## config.mk

```make
export PLATFORM = sky130hd
export DESIGN_NAME = blur_frame_sequencer_flat
export DESIGN_NICKNAME = d
export VERILOG_FILES = /design/src/rtl/blur_pkg.sv /design/src/rtl/blur_frame_sequencer_if.sv /design/src/rtl/blur_pixel_counter.sv /design/src/rtl/blur_frame_sequencer.sv /design/src/flat_wrapper.sv
export SDC_FILE = /design/constraint.sdc
export NUM_CORES = 1
export LEC_CHECK = 0
export CORE_ASPECT_RATIO = 1.5
export CORE_MARGIN = 2
export CORE_UTILIZATION = 56
export CTS_BUF_LIST = sky130_fd_sc_hd__clkbuf_4 sky130_fd_sc_hd__clkbuf_8
export CTS_CLUSTER_DIAMETER = 40
export CTS_CLUSTER_SIZE = 16
export DETAILED_ROUTE_END_ITERATION = 10
export GPL_TIMING_DRIVEN = 0
export PLACE_DENSITY = 0.86
export SLEW_MARGIN = 20
export SYNTH_ARGS = -nofsm -noshare
export SYNTH_HDL_FRONTEND = slang
export SYNTH_SLANG_ARGS = --single-unit
export TNS_END_PERCENT = 1
```

## constraint.sdc

```tcl
create_clock -name clk -period 4 [get_ports clk]
set_input_delay 0.4 -clock clk [delete_from_list [all_inputs] [get_ports clk]]
set_output_delay 0.4 -clock clk [all_outputs]
set_load 0.005 [all_outputs]
```

## src/rtl/blur_pkg.sv

```systemverilog
// Shared types and helpers for the blur frame sequencer.
// Kernel-select codes, FSM states and kernel size lookup.
package blur_pkg;

  localparam logic [2:0] KSEL_1X1 = 3'd0;
  localparam logic [2:0] KSEL_3X3 = 3'd1;
  localparam logic [2:0] KSEL_5X5 = 3'd2;

  typedef enum logic [1:0] {
    IDLE,
    RUN,
    DRAIN
  } state_t;

  function automatic logic [2:0] ksel_to_size(input logic [2:0] ksel);
    case (ksel)
      KSEL_3X3: return 3'd3;
      KSEL_5X5: return 3'd5;
      default:  return 3'd1;
    endcase
  endfunction

endpackage

```

## src/rtl/blur_frame_sequencer_if.sv

```systemverilog
// Pixel, filter and output bundle of the blur frame sequencer.
// slave = sequencer side, master = source/filter/sink side.
interface blur_frame_sequencer_if #(
  parameter int DATA_WIDTH = 12
);
  logic [2:0]            freq_req;
  logic                  pix_valid;
  logic                  pix_sof;
  logic [DATA_WIDTH-1:0] pix_data;
  logic [2:0]            filt_freq_flag;
  logic                  filt_ready_in;
  logic [DATA_WIDTH-1:0] filt_data_in;
  logic                  filt_ready_out;
  logic [DATA_WIDTH-1:0] filt_data_out;
  logic                  out_valid;
  logic [DATA_WIDTH-1:0] out_data;
  logic                  out_border;
  logic                  frame_done;
  logic [2:0]            active_flag;
  logic                  err_gap;
  logic                  err_sof;
  logic                  err_clr;

  modport slave (
    input  freq_req, pix_valid, pix_sof, pix_data,
    input  filt_ready_out, filt_data_out, err_clr,
    output filt_freq_flag, filt_ready_in, filt_data_in,
    output out_valid, out_data, out_border, frame_done,
    output active_flag, err_gap, err_sof
  );

  modport master (
    output freq_req, pix_valid, pix_sof, pix_data,
    output filt_ready_out, filt_data_out, err_clr,
    input  filt_freq_flag, filt_ready_in, filt_data_in,
    input  out_valid, out_data, out_border, frame_done,
    input  active_flag, err_gap, err_sof
  );
endinterface

```

## src/rtl/blur_pixel_counter.sv

```systemverilog
// Raster x/y counter holding the coordinate of the next pixel.
// Load marks (0,0) as consumed; advance steps in raster order.
module blur_pixel_counter #(
  parameter int WIDTH  = 320,
  parameter int HEIGHT = 240,
  parameter int XW     = $clog2(WIDTH),
  parameter int YW     = $clog2(HEIGHT)
) (
  input  logic          clk,
  input  logic          reset,
  input  logic          i_load,
  input  logic          i_adv,
  output logic [XW-1:0] o_x,
  output logic [YW-1:0] o_y,
  output logic          o_last
);
  logic [XW-1:0] r_x;
  logic [YW-1:0] r_y;
  logic          w_x_end;
  logic          w_y_end;

  assign w_x_end = (r_x == XW'(WIDTH - 1));
  assign w_y_end = (r_y == YW'(HEIGHT - 1));
  assign o_x     = r_x;
  assign o_y     = r_y;
  assign o_last  = w_x_end && w_y_end;

  // Raster position update; load wins over advance.
  always_ff @(posedge clk) begin
    if (reset) begin
      r_x <= '0;
      r_y <= '0;
    end else if (i_load) begin
      r_x <= XW'(1);
      r_y <= '0;
    end else if (i_adv) begin
      if (w_x_end) begin
        r_x <= '0;
        r_y <= w_y_end ? '0 : r_y + YW'(1);
      end else begin
        r_x <= r_x + XW'(1);
      end
    end
  end
endmodule

```

## src/rtl/blur_frame_sequencer.sv

```systemverilog
// Frame sequencer in front of the blur filter: kernel latch,
// input gating, output alignment, halo substitution, errors.
module blur_frame_sequencer
  import blur_pkg::*;
#(
  parameter int IMG_WIDTH   = 320,
  parameter int IMG_HEIGHT  = 240,
  parameter int DATA_WIDTH  = 12,
  parameter int BORDER_MODE = 1
) (
  input logic clk,
  input logic reset,
  blur_frame_sequencer_if.slave bus
);
  localparam int XW = $clog2(IMG_WIDTH);
  localparam int YW = $clog2(IMG_HEIGHT);

  state_t                r_state;
  logic                  r_drain;
  logic [2:0]            r_active_flag;
  logic                  r_ready_in;
  logic [DATA_WIDTH-1:0] r_data_in;
  logic [DATA_WIDTH-1:0] r_raw_d2;
  logic                  r_first_d1;
  logic                  r_first_d2;
  logic [2:0]            r_k_d2;
  logic                  r_err_gap;
  logic                  r_err_sof;

  logic                  w_sof_take;
  logic                  w_run_adv;
  logic                  w_gap;
  logic                  w_early;
  logic [2:0]            w_req;
  logic [XW-1:0]         w_in_x;
  logic [YW-1:0]         w_in_y;
  logic                  w_in_last;
  logic [XW-1:0]         w_cnt_x;
  logic [YW-1:0]         w_cnt_y;
  logic                  w_cnt_last;
  logic                  w_border;
  logic                  w_unused_in;

  assign w_sof_take = bus.pix_valid && bus.pix_sof &&
                      (r_state == IDLE || r_state == RUN);
  assign w_early    = bus.pix_valid && bus.pix_sof && r_state == RUN;
  assign w_run_adv  = bus.pix_valid && !bus.pix_sof && r_state == RUN;
  assign w_gap      = !bus.pix_valid && r_state == RUN;
  assign w_req      = (bus.freq_req > KSEL_5X5) ? KSEL_1X1 : bus.freq_req;
  assign w_unused_in = ^{w_in_x, w_in_y};

  blur_pixel_counter #(
    .WIDTH (IMG_WIDTH),
    .HEIGHT(IMG_HEIGHT)
  ) u_in_cnt (
    .clk   (clk),
    .reset (reset),
    .i_load(w_sof_take),
    .i_adv (w_run_adv),
    .o_x   (w_in_x),
    .o_y   (w_in_y),
    .o_last(w_in_last)
  );

  blur_pixel_counter #(
    .WIDTH (IMG_WIDTH),
    .HEIGHT(IMG_HEIGHT)
  ) u_out_cnt (
    .clk   (clk),
    .reset (reset),
    .i_load(bus.filt_ready_out && r_first_d2),
    .i_adv (bus.filt_ready_out && !r_first_d2),
    .o_x   (w_cnt_x),
    .o_y   (w_cnt_y),
    .o_last(w_cnt_last)
  );

  // Frame FSM: kernel latch on sof, gap abort, drain after last pixel.
  always_ff @(posedge clk) begin
    if (reset) begin
      r_state       <= IDLE;
      r_drain       <= 1'b0;
      r_active_flag <= KSEL_1X1;
    end else begin
      unique case (r_state)
        IDLE: begin
          if (w_sof_take) begin
            r_state       <= RUN;
            r_active_flag <= w_req;
          end
        end
        RUN: begin
          if (w_sof_take) begin
            r_active_flag <= w_req;
          end else if (!bus.pix_valid) begin
            r_state <= IDLE;
          end else if (w_in_last) begin
            r_state <= DRAIN;
            r_drain <= 1'b0;
          end
        end
        DRAIN: begin
          if (r_drain) r_state <= IDLE;
          r_drain <= 1'b1;
        end
        default: r_state <= IDLE;
      endcase
    end
  end

  // Filter input register plus the alignment pipe to the output.
  always_ff @(posedge clk) begin
    if (reset) begin
      r_ready_in <= 1'b0;
      r_data_in  <= '0;
      r_raw_d2   <= '0;
      r_first_d1 <= 1'b0;
      r_first_d2 <= 1'b0;
      r_k_d2     <= 3'd1;
    end else begin
      r_ready_in <= w_sof_take || w_run_adv;
      r_data_in  <= bus.pix_data;
      r_raw_d2   <= r_data_in;
      r_first_d1 <= w_sof_take;
      r_first_d2 <= r_first_d1;
      r_k_d2     <= ksel_to_size(r_active_flag);
    end
  end

  // Sticky stream errors; a new event beats a same-cycle clear.
  always_ff @(posedge clk) begin
    if (reset) begin
      r_err_gap <= 1'b0;
      r_err_sof <= 1'b0;
    end else begin
      if (w_gap) r_err_gap <= 1'b1;
      else if (bus.err_clr) r_err_gap <= 1'b0;
      if (w_early) r_err_sof <= 1'b1;
      else if (bus.err_clr) r_err_sof <= 1'b0;
    end
  end

  // Halo test on the coordinate of the pixel leaving the filter.
  always_comb begin
    w_border = 1'b0;
    if (!r_first_d2) begin
      w_border = (int'(w_cnt_x) < int'(r_k_d2) - 1) ||
                 (int'(w_cnt_y) < int'(r_k_d2) - 1);
    end else begin
      w_border = (int'(r_k_d2) > 1);
    end
  end

  assign bus.filt_freq_flag = r_active_flag;
  assign bus.filt_ready_in  = r_ready_in;
  assign bus.filt_data_in   = r_data_in;
  assign bus.active_flag    = r_active_flag;
  assign bus.err_gap        = r_err_gap;
  assign bus.err_sof        = r_err_sof;
  assign bus.out_valid      = bus.filt_ready_out;
  assign bus.out_border     = bus.filt_ready_out && w_border;
  assign bus.frame_done     = bus.filt_ready_out && !r_first_d2 &&
                              w_cnt_last;
  assign bus.out_data       = !bus.filt_ready_out ? '0 :
                              !w_border ? bus.filt_data_out :
                              (BORDER_MODE != 0) ? r_raw_d2 : '0;
endmodule

```

## src/flat_wrapper.sv

```systemverilog
// flat-port wrapper written by rule: the top's interface ports become plain ports
module blur_frame_sequencer_flat import blur_pkg::*;
#(
  parameter int IMG_WIDTH   = 320,
  parameter int IMG_HEIGHT  = 240,
  parameter int DATA_WIDTH  = 12,
  parameter int BORDER_MODE = 1
)
  (clk, reset, bus_freq_req, bus_pix_valid, bus_pix_sof, bus_pix_data, bus_filt_ready_out, bus_filt_data_out, bus_err_clr, bus_filt_freq_flag, bus_filt_ready_in, bus_filt_data_in, bus_out_valid, bus_out_data, bus_out_border, bus_frame_done, bus_active_flag, bus_err_gap, bus_err_sof);
  blur_frame_sequencer_if #(.DATA_WIDTH(DATA_WIDTH)) bus_i ();
  input logic clk;
  input logic reset;
  input wire logic [$bits(bus_i.freq_req)-1:0] bus_freq_req;
  input wire logic [$bits(bus_i.pix_valid)-1:0] bus_pix_valid;
  input wire logic [$bits(bus_i.pix_sof)-1:0] bus_pix_sof;
  input wire logic [$bits(bus_i.pix_data)-1:0] bus_pix_data;
  input wire logic [$bits(bus_i.filt_ready_out)-1:0] bus_filt_ready_out;
  input wire logic [$bits(bus_i.filt_data_out)-1:0] bus_filt_data_out;
  input wire logic [$bits(bus_i.err_clr)-1:0] bus_err_clr;
  output wire logic [$bits(bus_i.filt_freq_flag)-1:0] bus_filt_freq_flag;
  output wire logic [$bits(bus_i.filt_ready_in)-1:0] bus_filt_ready_in;
  output wire logic [$bits(bus_i.filt_data_in)-1:0] bus_filt_data_in;
  output wire logic [$bits(bus_i.out_valid)-1:0] bus_out_valid;
  output wire logic [$bits(bus_i.out_data)-1:0] bus_out_data;
  output wire logic [$bits(bus_i.out_border)-1:0] bus_out_border;
  output wire logic [$bits(bus_i.frame_done)-1:0] bus_frame_done;
  output wire logic [$bits(bus_i.active_flag)-1:0] bus_active_flag;
  output wire logic [$bits(bus_i.err_gap)-1:0] bus_err_gap;
  output wire logic [$bits(bus_i.err_sof)-1:0] bus_err_sof;
  assign bus_i.freq_req = bus_freq_req;
  assign bus_i.pix_valid = bus_pix_valid;
  assign bus_i.pix_sof = bus_pix_sof;
  assign bus_i.pix_data = bus_pix_data;
  assign bus_i.filt_ready_out = bus_filt_ready_out;
  assign bus_i.filt_data_out = bus_filt_data_out;
  assign bus_i.err_clr = bus_err_clr;
  assign bus_filt_freq_flag = bus_i.filt_freq_flag;
  assign bus_filt_ready_in = bus_i.filt_ready_in;
  assign bus_filt_data_in = bus_i.filt_data_in;
  assign bus_out_valid = bus_i.out_valid;
  assign bus_out_data = bus_i.out_data;
  assign bus_out_border = bus_i.out_border;
  assign bus_frame_done = bus_i.frame_done;
  assign bus_active_flag = bus_i.active_flag;
  assign bus_err_gap = bus_i.err_gap;
  assign bus_err_sof = bus_i.err_sof;
  blur_frame_sequencer #(.IMG_WIDTH(IMG_WIDTH), .IMG_HEIGHT(IMG_HEIGHT), .DATA_WIDTH(DATA_WIDTH), .BORDER_MODE(BORDER_MODE)) u_core (.clk(clk), .reset(reset), .bus(bus_i));
endmodule
```

Yosys cells after proc, flatten, opt, wreduce, memory -nomap -nowiden
Cells that the tools add are included.
Storage, ports and cells
  register bits after elaboration: 72
  bits in latches: 0
  RAM bits: 0
  bits in read-only memories: 0
  input bits: 33
  output and inout port bits: 36
  word-level logic and storage cells: 98
  memories: 0
Operators by class
  $add $sub $neg: 5
  multipliers: 0
  divide/modulo/power cells: 0
  $lt $le $gt $ge: 4
  equality and inequality tests: 14
  shifts and indexed selects: 0
  muxes and demuxes: 26
  bitwise logic cells: 0
  reduce and logical (&&, ||, !) cells: 32
Operator list (count)
  2-to-1 mux 12 bit: 2
  adder 9 x 1 -> 9 bit, second input constant: 2
  equality test 9 bit, second input constant: 2
  2-to-1 mux 9 bit: 2
  adder 8 x 1 -> 8 bit, second input constant: 2
  equality test 8 bit, second input constant: 2
  2-to-1 mux 8 bit: 2
  logical AND 1 bit: 12
  2-to-1 mux 1 bit: 11
  less-than comparator 10 x 4 -> 1 bit: 1
  2-to-1 mux 2 bit: 5
  nonzero test 2 bit: 5
  less-than comparator 9 x 4 -> 1 bit: 1
  AND reduction 4 bit: 2
  != test 2 bit, second input constant: 3
  case mux 2 bit (3 select lines): 1
  case mux 3 bit (2 select lines): 1
  AND reduction 2 bit: 3
  OR reduction 2 bit: 3
  != test 2 x 1 -> 1 bit, second input constant: 2
  subtractor 3 x 1 -> 4 bit, second input constant: 1
  equality test 3 x 1 -> 1 bit, second input constant: 1
  equality test 3 x 2 -> 1 bit, second input constant: 1
  greater-than comparator 3 x 1 -> 1 bit, second input constant: 1
  other kinds (9): 13

Logic depth before layout (Yosys ltp)
Gate-level depths: netlist (run 1).
  depth after elaboration: 6
  mapped depth: 7
  depth with buffers taken out: 6

Modules after synthesis
From an unflattened synthesis (run 1), not the netlist that was laid out.
Second synthesis, totals
  cells, all modules: 367
  area, all modules: 3200.6 µm²
Modules (own cells, without submodules)
  blur_pixel_counter: instances 2, cells an instance 103, area an instance 852.1 µm², sequential area each 340.3 µm²
  blur_frame_sequencer: instances 1, cells an instance 161, area an instance 1496.4 µm², sequential area each 740.7 µm²

Worst setup path after synthesis (run 1)
OpenSTA, ideal clock, no wires.
  path kind: register to output
  start point: register u_core.u_out_cnt.r_x[6], in the netlist u_core.u_out_cnt.o_x[6]
  end point: output bus_frame_done
  arrival: 1.836 ns
  path slack: 1.764 ns
  cell stages (with the launch flop): 6
  cell sequence: dfxtp_1 > or3b_1 > or4_1 > buf_2 > buf_2 > nor4_1
On the way
  word-level cells in the longest chain between the ends: 3
Ends and longest elaborated chain
  start: declaration: line blur_pixel_counter.sv:17  | logic [XW-1:0] r_x;
  start signal: assignment: line blur_pixel_counter.sv:41  | r_x <= r_x + XW'(1);
  equality test 9 bit: line blur_pixel_counter.sv:22  | assign w_x_end = (r_x == XW'(WIDTH - 1));
  logical AND 1 bit: line blur_pixel_counter.sv:26  | assign o_last = w_x_end && w_y_end;
  logical AND 1 bit: line blur_frame_sequencer.sv:162  | assign bus.frame_done = bus.filt_ready_out && !r_first_d2 &&
  end: declaration: line flat_wrapper.sv:26  | output wire logic [$bits(bus_i.frame_done)-1:0] bus_frame_done;
Every way passes these cells.

Final worst setup path (run 1)
  start point: register u_core.u_out_cnt.r_y[2], in the netlist u_core.u_out_cnt.o_y[2]
  end point: output bus_out_data[5]
On the way
  word-level cells in the longest chain between the ends: 5
Ends and longest elaborated chain
  start: declaration: line blur_pixel_counter.sv:18  | logic [YW-1:0] r_y;
  start signal: assignment: line blur_pixel_counter.sv:39  | r_y <= w_y_end ? '0 : r_y + YW'(1);
  less-than comparator 9 x 4 -> 1 bit: line blur_frame_sequencer.sv:148  | (int'(w_cnt_y) < int'(r_k_d2) - 1);
  logical OR 1 bit: line blur_frame_sequencer.sv:147  | w_border = (int'(w_cnt_x) < int'(r_k_d2) - 1) ||
  2-to-1 mux 1 bit: line blur_frame_sequencer.sv:146  | if (!r_first_d2) begin
  2-to-1 mux 12 bit: line blur_frame_sequencer.sv:165  | !w_border ? bus.filt_data_out :
  2-to-1 mux 12 bit: line blur_frame_sequencer.sv:164  | assign bus.out_data = !bus.filt_ready_out ? '0 :
  end: declaration: line flat_wrapper.sv:24  | output wire logic [$bits(bus_i.out_data)-1:0] bus_out_data;
Every way passes these cells.

==> results of run 1 <==
## critical path, delay by kind of cell, from the launching register on
family,cells,cell delay (ns)
fa+ha+maj,1,0.32
mux,1,0.28
simple gates,1,0.07
buf+inv,2,1.09
compound gates,2,0.44
flops,1,0.37
## synthesized netlist by cell type (3+ instances only)
cell type / count / share of area (%)
xnor2_1: 3 / 0.85
mux2i_1: 16 / 5.2
clkbuf_1: 9 / 1.1
nor2_1: 28 / 3.4
nand3_1: 11 / 1.8
nor4_1: 4 / 0.81
inv_1: 9 / 1.1
or3_1: 7 / 1.4
o21ai_0: 10 / 1.6
xor2_1: 13 / 3.7
nand3b_1: 4 / 0.97
nor2b_1: 29 / 5.8
nor3_1: 3 / 0.48
ha_1: 6 / 2.4
o41ai_1: 3 / 0.85
buf_4: 4 / 0.97
or4_1: 5 / 1.2
nand4_1: 8 / 1.6
dfxtp_1: 71 / 46
and3_1: 6 / 1.2
nand2b_1: 9 / 1.8
a21oi_1: 22 / 3.5
nand2_1: 44 / 5.3
## flip-flops by register name, indices dropped and copies added (netlist names)
name                      count
u_core.bus.filt_data_in      12
u_core.r_raw_d2              12
u_core.u_in_cnt.o_x           9
u_core.u_out_cnt.o_x          9
u_core.u_in_cnt.o_y           8
u_core.u_out_cnt.o_y          8
u_core.bus.active_flag        3
u_core.r_k_d2                 2
u_core.r_state                2
u_core.bus.err_gap            1
u_core.bus.err_sof            1
u_core.bus.filt_ready_in      1
u_core.r_drain                1
u_core.r_first_d1             1
u_core.r_first_d2             1
## stage by stage
step	utilization, %	hold slack [ns]	cell area [µm²]	worst slack [ns]	cells
final	75.8	0.441	4100	0.689	505
after global routing	75.8	0.479	4100	0.500	505
after CTS	75.8	0.448	4100	0.676	505
after detailed placement	71.5	0.426	3870	0.794	489
after global placement	71.5	0.423	3870	0.757	489
after floorplan	-	0.414	3100	1.76	351
## cell usage in the layout (no fill, tap or decap), types with 3 or more instances in the layout
cell type | netlist | final
dfxtp_1 | 71 | 71
clkdlybuf4s50_1 | 0 | 68
nand2_1 | 44 | 44
nor2b_1 | 29 | 29
nor2_1 | 28 | 28
a21oi_1 | 22 | 22
mux2i_1 | 16 | 16
xor2_1 | 13 | 13
nand3_1 | 11 | 11
clkbuf_8 | 0 | 11
o21ai_0 | 10 | 10
clkbuf_1 | 9 | 9
nand2b_1 | 9 | 9
inv_1 | 9 | 9
nand4_1 | 8 | 8
or3_1 | 7 | 7
and3_1 | 6 | 6
ha_1 | 6 | 6
or4_1 | 5 | 5
nor4_1 | 4 | 4
nand3b_1 | 4 | 4
buf_4 | 4 | 4
nor3_1 | 3 | 3
xnor2_1 | 3 | 3
o41ai_1 | 3 | 3
## cell type report
class | instances | area share, %
plain buffers | 16 | 1.89
clock buffers | 13 | 4.06
clock inverters | 3 | 1.59
inverters | 9 | 0.824
multi-input cells | 255 | 38.3
flip-flops and latches | 71 | 34.7
well taps | 70 | 2.14
repair buffers | 68 | 16.6
## per-layer routing
layer | wire length [µm] | GRT usage, % | up-vias
met5 | 0 | 0 | -
li1 | - | - | 1374
met1 | 2800 | 26.6 | 1284
met2 | 3800 | 43.6 | 71
met3 | 265 | 5.67 | 22
met4 | 205 | 12.6 | 0
## power by group through the flow
stage | combinational (W) | sequential [W] | clock, W
floorplan | 0.0000564 | 0.000747 | 0
global placement | 0.000136 | 0.000747 | 0
detailed placement | 0.000138 | 0.000748 | 0
CTS | 0.000140 | 0.000732 | 0.000655
global route | 0.000152 | 0.000734 | 0.000686
finish | 0.000139 | 0.000732 | 0.000646
## kinds of logic after synthesis
family / synth area share [%]
and+or+nand+nor: 29.4
DFF: 45.8
AOI/OAI and AO/OA: 9.04
buffers and inverters: 3.59
xor gates and xnor gates: 4.52
muxes: 5.16
adders and majority gates: 2.42
## how the worst min path moves through the flow
stage,from,end,cells after the start
after floorplan,u_core.r_first_d1$_SDFF_PP0_,u_core.r_first_d2$_SDFF_PP0_,1
after global placement,u_core.r_first_d1$_SDFF_PP0_,u_core.r_first_d2$_SDFF_PP0_,1
after detailed placement,u_core.r_first_d1$_SDFF_PP0_,u_core.r_first_d2$_SDFF_PP0_,1
after CTS,u_core.r_first_d1$_SDFF_PP0_,u_core.r_first_d2$_SDFF_PP0_,1
after global routing,u_core.bus.filt_data_in[9]$_SDFF_PP0_,u_core.r_raw_d2[9]$_SDFF_PP0_,1
final,u_core.r_first_d1$_SDFF_PP0_,u_core.r_first_d2$_SDFF_PP0_,1
==> metrics list, run 1 <==
- The run finished with clean final reports.
- Post-CTS Setup Bufs: 0
* Worst EP arrival: 2.91 ns
- Part of the power in registers: 48.2%
* GRT Util Overall: 24.4%
- Of all flip-flops after synthesis, the portion carrying an async set or reset was 0%.
- No sink is reached through more buffers than the 2 on the longest clock path.
- Number of library cell types mapped by synthesis: 44
- Global-route wire length before repair: 11.7 mm
- At the end of routability-driven placement, the weighted congestion stood at 0.809.
- At the worst endpoint, the required time is 3.60 ns.
- Final routed wirelength across all metal layers: 7.07 mm
- In this run, synthesis inferred 0 flip-flops with an integrated enable.
- Endpoint kind of the worst setup timing path: output port
* Switching share of total power: 20.7%
- The worst-case IR drop observed on VDD is 319 µV.
- P_leak: 1.59 nW
- The via count of the first global-routing pass is 2,668.
* Die area: 0.00616 mm²
- After global routing the overflow that remains totals 0.
- Counting cells, the worst reg-to-reg path comes to 4.
- The die is 64.8 µm wide.
* Fraction of the yosys area taken by sequential cells: 45.8%
- Setup repair after global routing missed its margin: false
- Peak Freq: 302 MHz
- Fin Clk Skew: 0.00512 ns
- Area taken by multi-input logic gates: 0.00157 mm²
- Maximum number of pins on one net before global-route repair: 12
- FF+latch count, synth: 71
- Filler cell count in the final layout: 389
- TritonCTS built the clock tree.
- After synthesis the cells add up to 0.00310 mm².
- Minimum period implied by the final worst setup slack: 3.31 ns
* Initial Utilization: 57.3%
- The critical path is of the flip-flop to output port type.
- Headroom to the max-slew limit came out at 53.2%.
- The number of gates resized after CTS was 0.
- Among all flip-flop cells after synthesis, the most frequent one is dfxtp_1.
- For this design the total switching power over the nets is 0.000314 W.
* Clock root buffer: clkbuf_8
- After routing, the total negative slack on setup checks comes to 0 ns.
* Synthesized Nets: 390
- I/O pin count: 69
- Power density normalized to cell area: 370 mW/mm²
* Critical Path Slowest Stage Cell: buf_1
- Registers take 0.00142 mm².
* Routed via count: 2,751
- Setup violations remaining at the end of the flow were counted as 0.
* Post-DR wirelength/cell: 14.0 µm
- Vertical extent of the die: 95.2 µm
- Cells with a size suffix above 1 make up 5.98% of the layout.
- Number of port buffers: 68
- Internal power contribution: 0.00120 W
- Clock transition time at the flip-flop clock pins of the worst setup and hold paths: 0.07 ns
* Area of the core: 0.00541 mm²
* Startpoint of the most critical register-to-register path: u_core.r_state[0]$_SDFFE_PP0P_
- Of all nets on the critical path, the largest fanout is 10.
* Number of warnings reported in the yosys synthesis log: 0
- In this run the worst hold path is classified as flip-flop to flip-flop.
* Critical path cell sequence: ha_1 > nand2b_1 > a21oi_1 > o22a_1 > buf_1 > mux2i_1 > clkdlybuf4s50_1
- Relative to the synthesized area, the layout overhead comes to 32.2%.
- The pre-antenna-repair detailed-routing pass consisted of 4 iterations.
- Post-route fraction of the period consumed by the critical path: 82.8%
- Via density per instance: 5.45
- The most critical setup path has its startpoint at u_core.u_out_cnt.o_y[2]$_SDFFE_PP0P_.
- Drt drc: 0
- Max-capacitance violation count: 0
- Post-detailed-route count of antenna-violating nets: 0
* Critical register-to-register path endpoint: u_core.u_in_cnt.o_y[4]$_SDFFE_PP0P_
- Row generation in the floorplan step produced 33 rows.
- Number of cells produced by synthesis: 351
* Combinational Power Share: 9.2%
- The design draws 0.00152 W.
- Share of power burned in the clock network: 42.6%
- The worst setup path is launched from a flip-flop.
* Sink Count: 71
* Avg Cell Area, Syn: 8.84 µm²
- Antenna violations before repair: 0
* Ant diodes: 0
- The number of hold buffers added after CTS was 0.
- For the worst-skew pair, the clock arrives at the later sink with an insertion delay of 0.33 ns.
- The number of hold-slack violations in the final timing report is 0.
- The wire-length estimate of the detail-placed layout is 5.18 mm.
* Worst-Margin Slew: 0.703 ns
- The first routing iteration left 154 violations.
- The clock tree synthesis step divided the H-tree into 3 levels.
- The critical path ends at bus_out_data[5].
- Biggest cell delay along the critical path: 0.57 ns
- TritonCTS Buffers: 9
- The number of max-slew violations in the final report is 0.
- For flop-to-flop paths, the worst setup slack is 1.79 ns.
* Final nets: 469
Note: power is estimated with default switching activity, not from simulation.
==> inputs of run 2 (changes only) <==
- CORE_UTILIZATION: 56 -> 52
- PLACE_DENSITY: 0.86 -> 0.81
- clock period: 4 -> 3.3 ns (I/O delays scaled with it)
==> run 2 against run 1 <==
  * Die area rose by 7.3%
  * Cell area fell by 0.12%
  * Combinational power rose by 20%
  * Clock skew rose by 0.0067 ns
  * Sequential power rose by 21%
  * Wire length fell by 2.9%
  * Cell count rose by 0.40%
==> metrics list, run 2 (synthesized netlist as in run 1, its figures left out) <==
* Post-detailed-route count of antenna-violating nets: 0 (unchanged)
- Fraction of the core area covered by cells at the end of the flow: 70.8% (-5.0 points)
* Area of the core: 0.00579 mm² (+7.0%)
- The net load switching power came to 0.000375 W (+20%).
* Antenna violations before repair: 0 (unchanged)
- The number of DRC markers after the initial detailed-route iteration was 95 (-38%).
* Final routed wirelength across all metal layers: 6.86 mm (-2.9%)
- The number of nets in the finished design is 469 (unchanged).
- Static timing analysis puts the maximum clock frequency at 314 MHz.
* Placed inst area: 0.00387 mm² (about the same)
* Maximum number of pins on one net before global-route repair: 12 (unchanged)
* TritonCTS Buffers: 9 (unchanged)
- After layout, the worst path uses 96.6% of the clock period.
- Data required time at the worst endpoint: 2.97 ns (-0.63 ns)
- The routed wirelength normalized by instance count came to 13.5 µm (-3.3%).
- Fin Clk Skew: 0.0118 ns (+0.00673 ns)
* Area taken by multi-input logic gates: 0.00158 mm² (+0.40%)
- The fill cell total of the finished layout was 482 (+24%).
- Minimum period implied by the final worst setup slack: 3.19 ns
- Die width: 67.1 µm (+3.5%)
- Die area: 0.00661 mm² (+7.3%)
* Max-capacitance violation count: 0 (unchanged)
* Switching share of total power: 20.8% (+0.16 points)
- The total of buffers placed on input and output ports is 68 (unchanged).
* Internal power contribution: 0.00143 W (+18%)
- The via count of the first global-routing pass was 2,739 (+2.7%).
* Final number of hold-violating endpoints: 0 (unchanged)
- The row count is 34 (+3.0%).
- The worst hold path begins at u_core.bus.filt_data_in[2]$_SDFF_PP0_.
* Largest fanout on the critical path: 10 (unchanged)
* GRT Util Overall: 23.0% (-1.3 points)
- The area of all sequential standard cells is 0.00142 mm² (unchanged).
- Worst-Margin Slew: 0.673 ns (-0.0300 ns)
- Non-Filler Cell Area, Final: 0.00410 mm² (-0.12%)
- The first-pass GRT wire length is 11.8 mm (+0.41%).
- The total number of clock tree sinks was 71 (unchanged).
- Power density normalized to cell area: 440 mW/mm² (+19%)
* Detailed Routing Iterations Pass 1: 4 (unchanged)
- Share of power burned in the clock network: 41.4% (-1.2 points)
- The path class of the tightest hold or removal check is flip-flop to flip-flop.
- P_leak: 1.59 nW (-0.20%)
- Setup repair after global routing missed its margin: false
- The worst supply voltage drop on vdd came to 451 µV (+41%).
- Clock root buffer: clkbuf_8
* Via density per instance: 5.37 (-1.4%)
- Hold buffer count at CTS: 0 (unchanged)
* Most common cell after layout, fill and taps aside: dfxtp_1
* Routability-driven placement congestion ratio: 0.786 (-2.9%)
* Setup violators final: 0 (unchanged)
* Vertical extent of the die: 98.6 µm (+3.6%)
- Max H-tree Level: 3 (unchanged)
- Compared with the post-synthesis result, the final layout area differs by 32.1%.
- Category of the critical setup timing path: flip-flop to output port
- Ant diodes: 0 (unchanged)
- Startpoint of the most critical register-to-register path: u_core.u_out_cnt.o_x[8]$_SDFFE_PP0P_
- In the layout the commonest cells are dfxtp_1, clkdlybuf4s50_1, nand2_1.
- Clock transition time at the flip-flop clock pins of the worst setup and hold paths: 0.07 ns (about the same)
* Share of post-route cells with drive strength above 1: 6.44% (+0.46 points)
* Initial Utilization: 53.6% (-3.7 points)
- Final setup TNS: 0 ns (unchanged)
- The number of max-slew violations in the final report came to 0 (unchanged).
- Worst setup path start: u_core.u_out_cnt.o_x[8]$_SDFFE_PP0P_
* TritonCTS clock tree: yes
* Crit start category: flip-flop
- Routed via count: 2,722 (-1.1%)
* I/O pin count: 69 (unchanged)
- The worst relative slew slack was 54.7% (+1.5 points).
- Part of the power in registers: 49.3% (+1.1 points)
- Max Root-Sink Buffers: 2 (unchanged)
- The worst setup path is captured at an output port.
* Total congestion overflow after global routing: 0 (unchanged)
- Clock network latency to the later pin of the worst-skew pair: 0.34 ns (about the same)
- Combinational Power Share: 9.3% (about the same)
- The flow ran to the end, and the final reports show no timing, DRC or antenna violations.
- The final HPWL from detailed placement is 5.18 mm (about the same).
- Drt drc: 0 (unchanged)
- The worst path arrival time is 2.86 ns (-0.05 ns).
## run 2: changes by cell type in the layout (fill, tap and decap cells not counted)
cell,previous run,this run
nor4_1,4,3
clkbuf_2,0,1
nor4_2,0,1
clkbuf_8,11,9
clkbuf_4,2,3
clkinv_2,1,2
buf_1,1,0
## run 2: repair_timing
| item | in CTS | in global routing |
|---|---|---|
| gates resized for setup | 0 | 2 |
| hold endpoints to repair | 0 | 0 |
| setup buffers | 0 | 0 |
| setup endpoints to repair | 0 | 11 |
## run 2: per-stage QoR
stage / hold WS, ns / setup slack, ns / total power, W / cells
floorplan: 0.414 / 1.13 / 0.000974 / 351
global placement: 0.424 / 0.181 / 0.00107 / 491
detailed placement: 0.449 / 0.180 / 0.00107 / 491
CTS: 0.463 / 0.00629 / 0.00182 / 507
global route: 0.477 / 0.000766 / 0.00187 / 507
finish: 0.460 / 0.112 / 0.00180 / 507
## run 2: power by group through the flow
stage	Clock (W)	Sequential, W	Combinational (W)
2_1_floorplan	0	0.000906	0.0000683
3_3_place_gp	0	0.000907	0.000165
3_5_place_dp	0	0.000907	0.000168
4_1_cts	0.000762	0.000888	0.000169
5_1_grt	0.000797	0.000890	0.000184
6_report	0.000746	0.000888	0.000167
## run 2: area by class of cell
class | count | area share [%]
repair buffers | 68 | 16.6
clock buffers | 12 | 3.57
flip-flops and latches | 71 | 34.7
inverters | 9 | 0.825
well taps | 72 | 2.20
clock inverters | 4 | 1.71
plain buffers | 16 | 1.92
multi-input cells | 255 | 38.5
## run 2: critical path: stages, from the launching register on
cell and delay [ns]:
dfxtp_1 0.41, or3b_1 0.36, or4_1 0.54, buf_2 0.19, buf_2 0.20, nor4_2 0.28, clkdlybuf4s50_1 0.55
## run 2: routing by layer
layer | track usage (%) | part of all wire [%] | routed length (µm) | vias up
met5 | 0 | 0 | 0 | -
met4 | 9.26 | 1.9 | 127 | 0
met3 | 7.08 | 3.7 | 255 | 11
met2 | 41.0 | 54 | 3730 | 62
met1 | 24.5 | 40 | 2750 | 1276
li1 | - | - | - | 1373
## run 2: final timing paths
kind	endpoint	slack (ns)	cells after the start
max	bus_frame_done	0.11	6
max reg2reg	u_core.u_out_cnt.o_y[6]$_SDFFE_PP0P_	0.99	6
min	u_core.r_raw_d2[2]$_SDFF_PP0_	0.46	1
min reg2reg	u_core.r_raw_d2[2]$_SDFF_PP0_	0.46	1
==> inputs of run 3 (changes only) <==
- CORE_MARGIN: 2 -> 1
- PLACE_DENSITY: 0.81 -> 0.82
==> run 3 against run 2 <==
  * Flip-flop and latch count unchanged
  * First-iteration DRC count increased by 9.5%
  * Utilization increased by 0.54 points
  * Die area decreased by 5.0%
  * Count of clock-buffer cells in the layout decreased by 2
  * Cell count unchanged
  * Sequential share of layout area decreased by 0.26 points
  * Power increased by 5.2%
  * Wire length increased by 0.20%
  * Clock power increased by 13%
  * Clock skew decreased by 0.0051 ns
  * Critical endpoint is now bus_out_data[2]
==> metrics list, run 3 (synthesized netlist as in run 1, its figures left out) <==
- The critical path data required time was 2.97 ns (about the same).
- The number of stages on the worst hold path is 1 (unchanged).
* Worst-Margin Slew: 0.738 ns (+0.0654 ns)
- Post-DR wirelength/cell: 13.6 µm (+0.20%)
- End point of the most critical hold path: u_core.r_first_d2$_SDFF_PP0_
* I/O pin count: 69 (unchanged)
- Number of global-route vias before repair: 2,574 (-6.0%)
- Antenna violations before repair: 0 (unchanged)
- The final wirelength was 6.88 mm (+0.20%).
* Final number of hold-violating endpoints: 0 (unchanged)
- Endpoint kind of the worst setup timing path: output port
- The final RePlAce weighted congestion is 0.833 (+6.0%).
- Via density per instance: 5.42 (+0.99%)
- Category of the critical setup timing path: flip-flop to output port
- The number of DRC markers after the initial detailed-route iteration is 104 (+9.5%).
* Status: complete, no violations
- The sum of negative setup slack was 0 ns (unchanged).
* Hold buffer count at CTS: 0 (unchanged)
- The clock-pin slew on the worst setup and hold paths came to 0.08 ns (about the same).
* Sink Count: 71 (unchanged)
- The first-pass GRT wire length came to 11.1 mm (-5.8%).
* Clock network latency to the later pin of the worst-skew pair: 0.34 ns (about the same)
- The worst relative slew slack is 50.3% (-4.4 points).
* Fraction of the core area covered by cells at the end of the flow: 71.3% (+0.54 points)
- Reg2Reg Setup Slack: 1.01 ns (+0.02 ns)
- The summed area of non-filler cells in the final layout was 0.00413 mm² (+0.76%).
- Launch point of the worst hold path: u_core.r_first_d1$_SDFF_PP0_
* Peak Freq: 328 MHz (+4.4%)
- Number of cells traversed by the worst register-to-register path: 5 (-1)
* Startpoint of the most critical register-to-register path: u_core.u_out_cnt.o_x[6]$_SDFFE_PP0P_
- Clock root buffer: clkbuf_8
* Power density normalized to cell area: 459 mW/mm² (+4.4%)
* Number of placement rows: 34 (unchanged)
- Critical path cell sequence: inv_1 > ha_1 > nand2_1 > a31oi_1 > o22a_1 > buf_2 > mux2i_1 > clkdlybuf4s50_1
* Final nets: 469 (unchanged)
- The deepest level of the CTS H-tree was 3 (unchanged).
- The fraction of the cycle the final worst path needs came to 92.5% (-4.1 points).
* Post-place setup slack: 0.177 ns (-0.00331 ns)
* Share of post-route cells with drive strength above 1: 6.44% (unchanged)
* Max Transition Viols Final: 0 (unchanged)
* GRT Util Overall: 22.9% (-0.15 points)
* Layout overhead on the synthesized area: 33.1%
* DP Wirelength: 5.06 mm (-2.3%)
- The chip height came to 96.6 µm (-2.0%).
* Setup violators final: 0 (unchanged)
- The placed standard-cell area was 0.00387 mm² (unchanged).
* Ant diodes: 0 (unchanged)
* Critical Path Slowest Stage Cell: clkdlybuf4s50_1
- Detailed Routing Iterations Pass 1: 4 (unchanged)
- Minimum period implied by the final worst setup slack: 3.05 ns (-0.134 ns)
* Worst Slack Setup Final: 0.247 ns (+0.134 ns)
* Most common cell after layout, fill and taps aside: dfxtp_1
- Crit start category: flip-flop
- Fin Clk Skew: 0.00674 ns (-0.00511 ns)
- Register area: 0.00142 mm² (unchanged)
* Die area: 0.00628 mm² (-5.0%)
* Filler cell count in the final layout: 457 (-5.2%)
- Area of the core: 0.00579 mm² (unchanged)
* TritonCTS clock tree: yes
- Max-capacitance violation count: 0 (unchanged)
- The endpoint identified for the worst register-to-register timing path is u_core.u_out_cnt.o_y[5]$_SDFFE_PP0P_.
- Setup repair after global routing left no endpoint under its margin.
- P_leak: 1.61 nW (+1.6%)
- Initial Utilization: 53.6% (unchanged)
* Largest fanout on the critical path: 10 (unchanged)
* Peak VDD IR: 369 µV (-18%)
- The TritonCTS buffer count is 9 (unchanged).
- Most frequent cells in the layout: dfxtp_1, clkdlybuf4s50_1, nand2_1
- Area taken by multi-input logic gates: 0.00158 mm² (unchanged)
- Maximum number of pins on one net before global-route repair: 13 (+1)
- Die width: 65.1 µm (-3.0%)
- The count of vias placed by the detailed router came to 2,749 (+0.99%).
- Max Root-Sink Buffers: 2 (unchanged)
- Total congestion overflow after global routing: 0 (unchanged)
- The worst path arrival time came to 2.72 ns (-0.14 ns).
* Worst Hold Class: flip-flop to flip-flop
* Number of port buffers: 68 (unchanged)
- Drt drc: 0 (unchanged)
- The maximum cell stage delay along the critical path is 0.57 ns (+0.02 ns).
- The count of antenna-violating nets left after detailed routing was 0 (unchanged).
[run 3: changes by cell type in the layout (fill, tap and decap cells not counted)]
cell             before  now
bufinv_16             2    3
dlymetal6s2s_1        0    1
clkbuf_8              9   10
clkinvlp_4            0    1
clkbuf_4              3    0
buf_2                 2    3
clkdlybuf4s50_1      68   67
clkbuf_2              1    0
[run 3: how the worst max path moves through the flow]
stage                                    startpoint               to  slack (ns)  cells past startpoint
6_report                u_core.r_k_d2[2]$_SDFF_PP0_  bus_out_data[2]        0.25                      8
5_1_grt                 u_core.r_k_d2[2]$_SDFF_PP0_  bus_out_data[2]        0.10                      8
4_1_cts        u_core.u_out_cnt.o_x[6]$_SDFFE_PP0P_   bus_frame_done        0.07                      6
3_5_place_dp                     bus_filt_ready_out   bus_frame_done        0.18                      7
3_3_place_gp                     bus_filt_ready_out   bus_frame_done        0.19                      7
2_1_floorplan  u_core.u_out_cnt.o_x[6]$_SDFFE_PP0P_   bus_frame_done        1.13                      5
[run 3: per-layer routing]
metal  vias to the layer above  track usage, %  share of wire (%)
li1                       1373               -                  -
met2                        53            43.0                 54
met4                         0            8.51                1.4
met1                      1314            24.5                 41
met5                         -               0                  0
met3                         9            5.40                3.1
[run 3: repair_timing]
item	CTS	global route
cloned	0	0
hold endpoints to repair	0	0
setup endpoints to repair	1	1
gates resized for setup	1	2
buffers inserted	0	0
[run 3: cell type report]
type | instances | area share (%)
multi-input cells | 255 | 38.2
flip-flops and latches | 71 | 34.4
repair buffers | 68 | 16.6
clock buffers | 10 | 3.33
clock inverters | 6 | 2.61
well taps | 72 | 2.18
plain buffers | 16 | 1.91
inverters | 9 | 0.818
[run 3: worst max-delay path, delay by kind of cell (launching register included)]
kind | cells | cell delay (ns)
muxes | 1 | 0.27
adders and majority gates | 1 | 0.29
AOI/OAI and AO/OA | 2 | 0.44
and+or+nand+nor | 1 | 0.06
buffers and inverters | 3 | 0.98
DFF | 1 | 0.35
[run 3: power by group]
group | leakage (nW) | internal, W | switching (W)
combinational | 0.913 | 0.000100 | 0.0000666
clock | 0.122 | 0.000520 | 0.000320
sequential | 0.578 | 0.000876 | 0.0000113
[run 3: stage by stage]
step,cells,hold slack [ns],power [W]
global route,507,0.477,0.00197
global placement,491,0.425,0.00107
detailed placement,491,0.445,0.00107
floorplan,351,0.414,0.000974
CTS,507,0.461,0.00191
finish,507,0.451,0.00189
